## src/rtl/gpio_serial_cfg_loader_if.sv

```systemverilog
// Management-side bus for gpio_serial_cfg_loader.
// Readback signals exist only when GPIO_CFG_READBACK_EN is defined.
interface gpio_serial_cfg_loader_if #(
  parameter int CFG_BITS = 13
);
  logic                cfg_we;
  logic [5:0]          cfg_addr;
  logic [CFG_BITS-1:0] cfg_wdata;
  logic                start;
  logic                busy;
  logic                done;
  logic                cfg_err;
`ifdef GPIO_CFG_READBACK_EN
  logic                cfg_re;
  logic [CFG_BITS-1:0] cfg_rdata;
`endif

  modport master (
    output cfg_we, cfg_addr, cfg_wdata, start,
`ifdef GPIO_CFG_READBACK_EN
    output cfg_re,
    input  cfg_rdata,
`endif
    input  busy, done, cfg_err
  );

  modport slave (
    input  cfg_we, cfg_addr, cfg_wdata, start,
`ifdef GPIO_CFG_READBACK_EN
    input  cfg_re,
    output cfg_rdata,
`endif
    output busy, done, cfg_err
  );
endinterface

```

## src/rtl/gpio_serial_cfg_loader.sv

```systemverilog
// Shadow config store that shifts every pad word down the GPIO chain.
// Optional shadow readback port: GPIO_CFG_READBACK_EN.
module gpio_serial_cfg_loader #(
  parameter int NUM_PADS = 38,
  parameter int CFG_BITS = 13,
  parameter int CLK_DIV  = 4,
  parameter logic [CFG_BITS-1:0] CFG_DEFAULT = 'h0403
) (
  input  logic wb_clk_i,
  input  logic wb_rst_i,
  gpio_serial_cfg_loader_if.slave bus,
  output logic serial_clock,
  output logic serial_data,
  output logic serial_load,
  output logic serial_resetn
);
  localparam int TOTAL = NUM_PADS * CFG_BITS;
  localparam int BW    = $clog2(TOTAL);

  localparam logic [7:0]    DIV_LAST  = 8'(CLK_DIV - 1);
  localparam logic [BW-1:0] BIT_LAST  = BW'(TOTAL - 1);
  localparam logic [5:0]    ADDR_LAST = 6'(NUM_PADS - 1);

  localparam logic [2:0] IDLE     = 3'd0;
  localparam logic [2:0] SHIFT_LO = 3'd1;
  localparam logic [2:0] SHIFT_HI = 3'd2;
  localparam logic [2:0] LOAD     = 3'd3;
  localparam logic [2:0] FIN      = 3'd4;

  logic [2:0]          state;
  logic [7:0]          div_cnt;
  logic [BW-1:0]       bit_cnt;
  logic [CFG_BITS-1:0] shadow [NUM_PADS];
  logic [TOTAL-1:0]    image;
  logic [TOTAL-1:0]    snap;
  logic                done_q;
  logic                err_q;
  logic                idle;
  logic                addr_ok;
  logic                wr_ok;
  logic                div_end;

  assign idle    = (state == IDLE);
  assign addr_ok = (bus.cfg_addr <= ADDR_LAST);
  assign wr_ok   = idle & bus.cfg_we & addr_ok;
  assign div_end = (div_cnt == 8'd0);

  assign bus.busy     = (state == SHIFT_LO) ||
                        (state == SHIFT_HI) ||
                        (state == LOAD);
  assign bus.done     = done_q;
  assign bus.cfg_err  = err_q;
  assign serial_clock = (state == SHIFT_HI);
  assign serial_load  = (state == LOAD);
  assign serial_data  = snap[TOTAL-1];

  // Snapshot source: shadow with a same-cycle write already merged in,
  // pad NUM_PADS-1 in the top bits so it leaves first.
  always_comb begin
    image = '0;
    for (int i = 0; i < NUM_PADS; i++) begin
      image[i*CFG_BITS +: CFG_BITS] =
        (wr_ok && bus.cfg_addr == 6'(i)) ? bus.cfg_wdata : shadow[i];
    end
  end

  always_ff @(posedge wb_clk_i) begin
    if (wb_rst_i) begin
      for (int i = 0; i < NUM_PADS; i++) shadow[i] <= CFG_DEFAULT;
    end else if (wr_ok) begin
      shadow[bus.cfg_addr] <= bus.cfg_wdata;
    end
  end

  always_ff @(posedge wb_clk_i) begin
    if (wb_rst_i) begin
      state         <= IDLE;
      div_cnt       <= 8'd0;
      bit_cnt       <= '0;
      snap          <= '0;
      done_q        <= 1'b0;
      err_q         <= 1'b0;
      serial_resetn <= 1'b0;
    end else begin
      serial_resetn <= 1'b1;
      done_q        <= 1'b0;
      err_q         <= !idle && (bus.cfg_we || bus.start);
      unique case (state)
        IDLE: begin
          if (bus.start) begin
            state   <= SHIFT_LO;
            div_cnt <= DIV_LAST;
            bit_cnt <= BIT_LAST;
            snap    <= image;
          end
        end
        SHIFT_LO: begin
          if (div_end) begin
            state   <= SHIFT_HI;
            div_cnt <= DIV_LAST;
          end else begin
            div_cnt <= div_cnt - 8'd1;
          end
        end
        SHIFT_HI: begin
          if (div_end) begin
            div_cnt <= DIV_LAST;
            if (bit_cnt != '0) begin
              bit_cnt <= bit_cnt - 1'b1;
              snap    <= {snap[TOTAL-2:0], 1'b0};
              state   <= SHIFT_LO;
            end else begin
              state <= LOAD;
            end
          end else begin
            div_cnt <= div_cnt - 8'd1;
          end
        end
        LOAD: begin
          if (div_end) begin
            state  <= FIN;
            snap   <= '0;
            done_q <= 1'b1;
          end else begin
            div_cnt <= div_cnt - 8'd1;
          end
        end
        FIN:     state <= IDLE;
        default: state <= IDLE;
      endcase
    end
  end

`ifdef GPIO_CFG_READBACK_EN
  always_ff @(posedge wb_clk_i) begin
    if (wb_rst_i) begin
      bus.cfg_rdata <= '0;
    end else if (bus.cfg_re) begin
      bus.cfg_rdata <= addr_ok ? shadow[bus.cfg_addr] : '0;
    end
  end
`endif
endmodule
```

## src/flat_wrapper.sv

```systemverilog
// flat-port wrapper written by rule: the top's interface ports become plain ports
module gpio_serial_cfg_loader_flat 
#(
  parameter int NUM_PADS = 38,
  parameter int CFG_BITS = 13,
  parameter int CLK_DIV  = 4,
  parameter logic [CFG_BITS-1:0] CFG_DEFAULT = 'h0403
)
  (wb_clk_i, wb_rst_i, serial_clock, serial_data, serial_load, serial_resetn, bus_cfg_we, bus_cfg_addr, bus_cfg_wdata, bus_start, bus_busy, bus_done, bus_cfg_err);
  gpio_serial_cfg_loader_if #(.CFG_BITS(CFG_BITS)) bus_i ();
  input  logic wb_clk_i;
  input  logic wb_rst_i;
  output logic serial_clock;
  output logic serial_data;
  output logic serial_load;
  output logic serial_resetn;
  input wire logic [$bits(bus_i.cfg_we)-1:0] bus_cfg_we;
  input wire logic [$bits(bus_i.cfg_addr)-1:0] bus_cfg_addr;
  input wire logic [$bits(bus_i.cfg_wdata)-1:0] bus_cfg_wdata;
  input wire logic [$bits(bus_i.start)-1:0] bus_start;
  output wire logic [$bits(bus_i.busy)-1:0] bus_busy;
  output wire logic [$bits(bus_i.done)-1:0] bus_done;
  output wire logic [$bits(bus_i.cfg_err)-1:0] bus_cfg_err;
  assign bus_i.cfg_we = bus_cfg_we;
  assign bus_i.cfg_addr = bus_cfg_addr;
  assign bus_i.cfg_wdata = bus_cfg_wdata;
  assign bus_i.start = bus_start;
  assign bus_busy = bus_i.busy;
  assign bus_done = bus_i.done;
  assign bus_cfg_err = bus_i.cfg_err;
  gpio_serial_cfg_loader #(.NUM_PADS(NUM_PADS), .CFG_BITS(CFG_BITS), .CLK_DIV(CLK_DIV), .CFG_DEFAULT(CFG_DEFAULT)) u_core (.wb_clk_i(wb_clk_i), .wb_rst_i(wb_rst_i), .bus(bus_i), .serial_clock(serial_clock), .serial_data(serial_data), .serial_load(serial_load), .serial_resetn(serial_resetn));
endmodule
```

## config.mk

```make
export PLATFORM = sky130hd
export DESIGN_NAME = gpio_serial_cfg_loader_flat
export DESIGN_NICKNAME = d
export VERILOG_FILES = /design/src/rtl/gpio_serial_cfg_loader_if.sv /design/src/rtl/gpio_serial_cfg_loader.sv /design/src/flat_wrapper.sv
export SDC_FILE = /design/constraint.sdc
export NUM_CORES = 2
export LEC_CHECK = 0
export BUFFER_PORTS_ARGS = -buffer_cell sky130_fd_sc_hd__buf_2
export CAP_MARGIN = 15
export CORE_ASPECT_RATIO = 0.75
export CORE_MARGIN = 10
export CORE_UTILIZATION = 55
export CTS_CLUSTER_SIZE = 25
export DETAILED_ROUTE_END_ITERATION = 10
export HOLD_SLACK_MARGIN = 0.05
export MAX_ROUTING_LAYER = met4
export PLACE_DENSITY = 0.76
export SYNTH_ARGS = -nofsm -noshare
export SYNTH_HDL_FRONTEND = slang
export SYNTH_SLANG_ARGS = --single-unit
```

## constraint.sdc

```tcl
create_clock -name wb_clk_i -period 4.35 [get_ports wb_clk_i]
set_clock_uncertainty 0.05 [all_clocks]
set_input_delay 0.87 -clock wb_clk_i [delete_from_list [all_inputs] [get_ports wb_clk_i]]
set_output_delay 0.87 -clock wb_clk_i [all_outputs]
set_load 0.005 [all_outputs]
```

# Yosys cells after proc, flatten, opt, wreduce, memory -nomap -nowiden
# Memories as Yosys holds them, arrays and structs flattened.
# Cells that the tools add are included.
# Widths: inputs -> output; s select.
[op_classes]
n_mux = 67
reduce_logical = 57
magnitude_cmp = 1
n_addsub = 2
n_bitwise = 3
eq_ne = 46
[op_table]
columns = ["operator", "n"]
rows = [
  ["$mux 494", 4],
  ["$pmux 494 s3", 1],
  ["$mux 13", 39],
  ["$eq 6x5->1 const B", 16],
  ["$eq 6x4->1 const B", 8],
  ["$logic_and 1x1->1", 39],
  ["$eq 6x6->1 const B", 6],
  ["$mux 9", 3],
  ["$eq 6x3->1 const B", 4],
  ["$mux 8", 3],
  ["$pmux 8 s3", 1],
  ["$pmux 9 s2", 1],
  ["$reduce_or 13->1", 1],
  ["$eq 6x2->1 const B", 2],
  ["$mux 3", 4],
  ["$pmux 3 s4", 1],
  ["$reduce_bool 9->1", 1],
  ["$sub 9x1->9 const B", 1],
  ["$logic_not 8->1", 1],
  ["$mux 1", 8],
  ["$ne 2x1->1 const B", 4],
  ["$reduce_and 4->1", 2],
  ["$sub 8x1->8 const B", 1],
  ["$eq 3x2->1 const B", 2],
  ["17 further kinds", 23],
]
[word_totals]
out_inout_bits = 7
word_cells = 184
ff_bits = 517
inputBits = 23
memories = 1
mem_bits_rw = 494
[memory_table]
columns = ["memory", "words", "word_bits", "read_ports", "rd_clocked_by_memory_dff", "write_ports", "line", "source"]
rows = [
  ["u_core.shadow", 38, 13, 38, 0, 38, "gpio_serial_cfg_loader.sv:33", "logic [CFG_BITS-1:0] shadow [NUM_PADS];"],
]

# Longest topological paths before layout
[logic_depth]
depth_word = 8
depth_mapped = 11
mapped_depth_nobuf = 7

# Worst setup path after synthesis
# OpenSTA, ideal clock, no wires.
[synth_timing]
path_type = "input to register"
startpoint = "input bus_cfg_we"
endpoint = "memory u_core.shadow[37][0] (enable)"
path_slack_ns = 0.860
path_buffers = 2
t_arrival_ns = 3.039
setup_time_ns = 0.401
cell_stages = 6
t_required_ns = 3.899
path_cell_list = "or4b_4 -> buf_2 -> nor2_2 -> nand3_1 -> clkbuf_1 -> o21ai_0"
[synth_lines]
columns = ["element", "line", "source"]
rows = [
  ["start, declared", "flat_wrapper.sv:17", "input wire logic [$bits(bus_i.cfg_we)-1:0] bus_cfg_we;"],
  ["end, declared", "gpio_serial_cfg_loader.sv:33", ""],
]

# Worst setup path after layout
[layout_timing]
startpoint = "register u_core.state[1]"
endpoint = "output serial_clock"
[layout_between]
elab_chain_cells = 1
[layout_rtl]
columns = ["element", "line", "source"]
rows = [
  ["start, declared", "gpio_serial_cfg_loader.sv:30", "logic [2:0] state;"],
  ["start signal, assigned", "gpio_serial_cfg_loader.sv:77", "state <= IDLE;"],
  ["start signal, assigned", "gpio_serial_cfg_loader.sv:91", "state <= SHIFT_LO;"],
  ["start signal, assigned", "gpio_serial_cfg_loader.sv:99", "state <= SHIFT_HI;"],
  ["$eq 3x2->1", "gpio_serial_cfg_loader.sv:53", "assign serial_clock = (state == SHIFT_HI);"],
  ["end, declared", "flat_wrapper.sv:13", "output logic serial_clock;"],
]
# No other way between the ends.

==> reports/results.txt <==
result of the run -> complete, no violations
Avg Synthesized Cell Area -> 10.3 um^2
Routability Congestion -> 0.893
post-route non-filler standard cell count -> 5160
CP Capture Type -> output pin
number of nets in the layout -> 4054
biggest cell delay along the critical path -> 0.71 ns
maximum number of pins on one net before global-route repair -> 207
post-synthesis instance area -> 43400 um^2
Synth Area in Adders -> 0.0576%
number of flip-flops and latches in the synthesized netlist -> 1011
Worst Path Arrival -> 2.55 ns
standard cell with the maximum stage delay on the critical path -> dfxtp_1
post-detail-place hpwl -> 70800 um
Longest Clk Path Bufs -> 3
TritonCTS Buffers -> 93
leakage power -> 17.2 nW
GR Overflow Total -> 0
clock root buffer -> clkbuf_16
Site Rows -> 89
Boundary Pins -> 30
main combinational cell family by area after synthesis -> compound AO/OA/AOI/OAI gates
die boundary height -> 263 um
via count of the first global-routing pass -> 32.3k
iteration count of the initial detailed-routing pass -> 6
Top Family by Delay on Critical Path -> buffers and inverters
yosys synthesis warning count -> 0
ratio of cells with drive above 1 in the final layout -> 13.8%
flop-to-flop setup slack -> 1.07 ns
xor/xnor share of the synthesized area -> 0.222%
wire length reported by the detailed router -> 133000 um
Synth-to-Final Area Change -> 9.69%
multiplexer share of the synthesized area -> 5.53%
Synth Net Count -> 4230
number of instances in the synthesized netlist -> 4205
Required @ worst endpoint -> 3.43 ns
area of the die -> 90700 um^2
kind of start point of the critical path -> flop
Post-Route Setup TNS -> 0 ns
clk_lat worst skew -> 0.67 ns
count of unique library cells instantiated by Yosys -> 62
post-synthesis async set-or-reset flop share -> 0%
sequential element share of the synthesized area -> 58.0%
Worst VDD drop -> 0.000490 V
Simple-Gate Fraction of Synth Area -> 15.1%
worst-path fanout max -> 96
number of design rule violations left after detail routing -> 0
TritonCTS clock tree -> built
actual slew at the worst max-slew pin -> 1.30 ns
hold violation count in the final report -> 0
Die X -> 344 um
global-route usage over all layers -> 29.0%
Final setup violation count -> 0
critical setup path kind -> reg -> out
H-Tree Level Count -> 3
flip-flop cell with the highest count after synthesis -> dfxtp_1
highest attainable clock frequency -> 288 MHz
Slew HR -> 13.4%
clock sink count -> 1011
cts repair resizes -> 0
Setup Buffers After CTS -> 0
Post-CTS Hold Buffers -> 0
power density over cell area -> 482 nW/um^2
worst-path cell chain -> nand2_1 > inv_8 > buf_2
routed wirelength normalized by instance count -> 25.7 um
CTS clk-pin slew, worst paths -> 0.06 ns
pins over their slew limit -> 0
vias per cell -> 6.70
total of max-cap violations -> 0
Routed Antenna Nets -> 0
placed instance count -> 4980
synthesized-area fraction occupied by ao, oa, aoi and oai cells -> 16.8%
minimum hold slack -> 0.423 ns
unrepaired setup endpoints after global routing -> no
Util after Layout -> 60.7%
total via count in the routed design -> 34.6k
first-pass GRT wire length -> 200000 um
path class of the lowest-slack min-delay path -> reg -> reg
final critical path time including I/O delays and setup -> 3.47 ns
number of buffers and inverters on the critical path -> 2
initial antenna violation count -> 5
crit share post-route -> 79.7%
IO buf count -> 29
initial drt markers -> 5048
initial standard-cell utilization of the core -> 55.3%
EDFF count, synth -> 494
Core ar. -> 78500 um^2
==> cells by family after synthesis <==
group	after synthesis
AND/OR/NAND/NOR	1509
adder cells (fa/ha/maj)	2
flip-flops	1011
buffers and inverters	444
AO/OA/AOI/OAI	1013
multiplexers	215
XOR/XNOR	11
==> registers in the layout, indices dropped and copies added, names as in the netlist <==
signal / flops
u_core.bit_cnt: 9
u_core.bus.cfg_err: 1
u_core.bus.done: 1
u_core.div_cnt: 8
u_core.serial_resetn: 1
u_core.shadow: 494
u_core.snap: 494
u_core.state: 3
==> tightest hold or removal path, stage by stage, from the launching register on <==
cell,delay [ns]
dfxtp_1,0.32
nand2_1,0.06
a21oi_1,0.05
==> synthesized netlist by cell type, types with 3 or more instances <==
cell	count	area (um^2)
a21oi_1	295	1480
a221o_1	282	2820
a221oi_1	195	1710
a31oi_1	16	100
and2_1	39	244
and3_1	10	62.6
and3b_1	4	35.0
and4_1	3	26.3
buf_1	49	184
buf_2	108	541
buf_4	5	37.5
buf_6	5	56.3
clkbuf_1	269	1010
dfxtp_1	517	10300
edfxtp_1	494	14800
inv_1	7	26.3
mux2_1	22	248
mux2_2	177	1990
mux2i_1	16	160
nand2_1	683	2560
nand2b_1	16	100
nand3_1	35	175
nand3_2	15	150
nand3b_1	4	30.0
nand4_1	6	37.5
nor2_1	577	2170
nor3_1	36	180
nor3_2	19	190
nor3_4	3	48.8
nor3b_4	4	75.1
nor4_1	6	37.5
o21ai_0	206	1030
o21ai_1	3	15.0
or3_1	27	169
or3b_2	5	43.8
xor2_1	11	96.3
==> path summary, 6_finish.rpt <==
check	startpoint	endpoint	cells after the start
worst min-delay path	u_core.bit_cnt[1]	u_core.bit_cnt[1]	2
worst max register to register	u_core.state[2]	u_core.snap[29]	7
worst max-delay path	u_core.state[1]	serial_clock	3
worst min register to register	u_core.bit_cnt[1]	u_core.bit_cnt[1]	2
==> final cells by class <==
type	count	area (um^2)
Clock buffer	130	2690
Inverter	8	45.0
Antenna cell	9	22.5
Sequential cell	1011	25200
Timing Repair Buffer	165	1490
Fill cell	6256	30900
Tap cell	1046	1310
Clock inverter	41	437
Multi-Input combinational cell	2750	16500
==> cells in the final DEF (no fill, tap or decap), types with 19 or more instances in the layout <==
master and instances:
dfxtp_1 517, a21oi_1 295, edfxtp_1 494, a221oi_1 195, buf_12 26, buf_2 29, clkbuf_1 19, o21ai_0 205
nor3_2 19, clkbuf_16 97, a221o_1 282, buf_4 110, nand2_1 673, nand3_1 35, mux2_1 22, or3_1 27
mux2_2 177, nor2_1 573, and2_1 39, nor3_1 36
==> stage by stage <==
step	total power [mW]	instance area (um^2)	worst slack, ns
floorplan	13.4	43400	0.860
global placement	14.4	44500	0.850
detailed placement	14.5	44500	0.804
CTS	22.9	47600	0.904
global route	23.7	47600	0.761
finish	23.0	47600	0.883
==> power by group <==
part	leakage, nW	internal [mW]	switching, mW
combinational	6.68	0.948	2.20
clock	1.54	4.85	3.62
sequential	8.96	10.8	0.513
total	17.2	16.6	6.33
==> per-layer routing <==
metal	vias up	GRT usage (%)	routed length, um	share of wire [%]
met3	355	8.01	18600	14
met1	16900	40.4	53300	40
met2	2398	40.5	56400	42
met5	-	-	0	0
li1	15000	-	-	-
met4	0	9.51	4410	3.3
No activity file was read; power rests on OpenSTA's default activity.
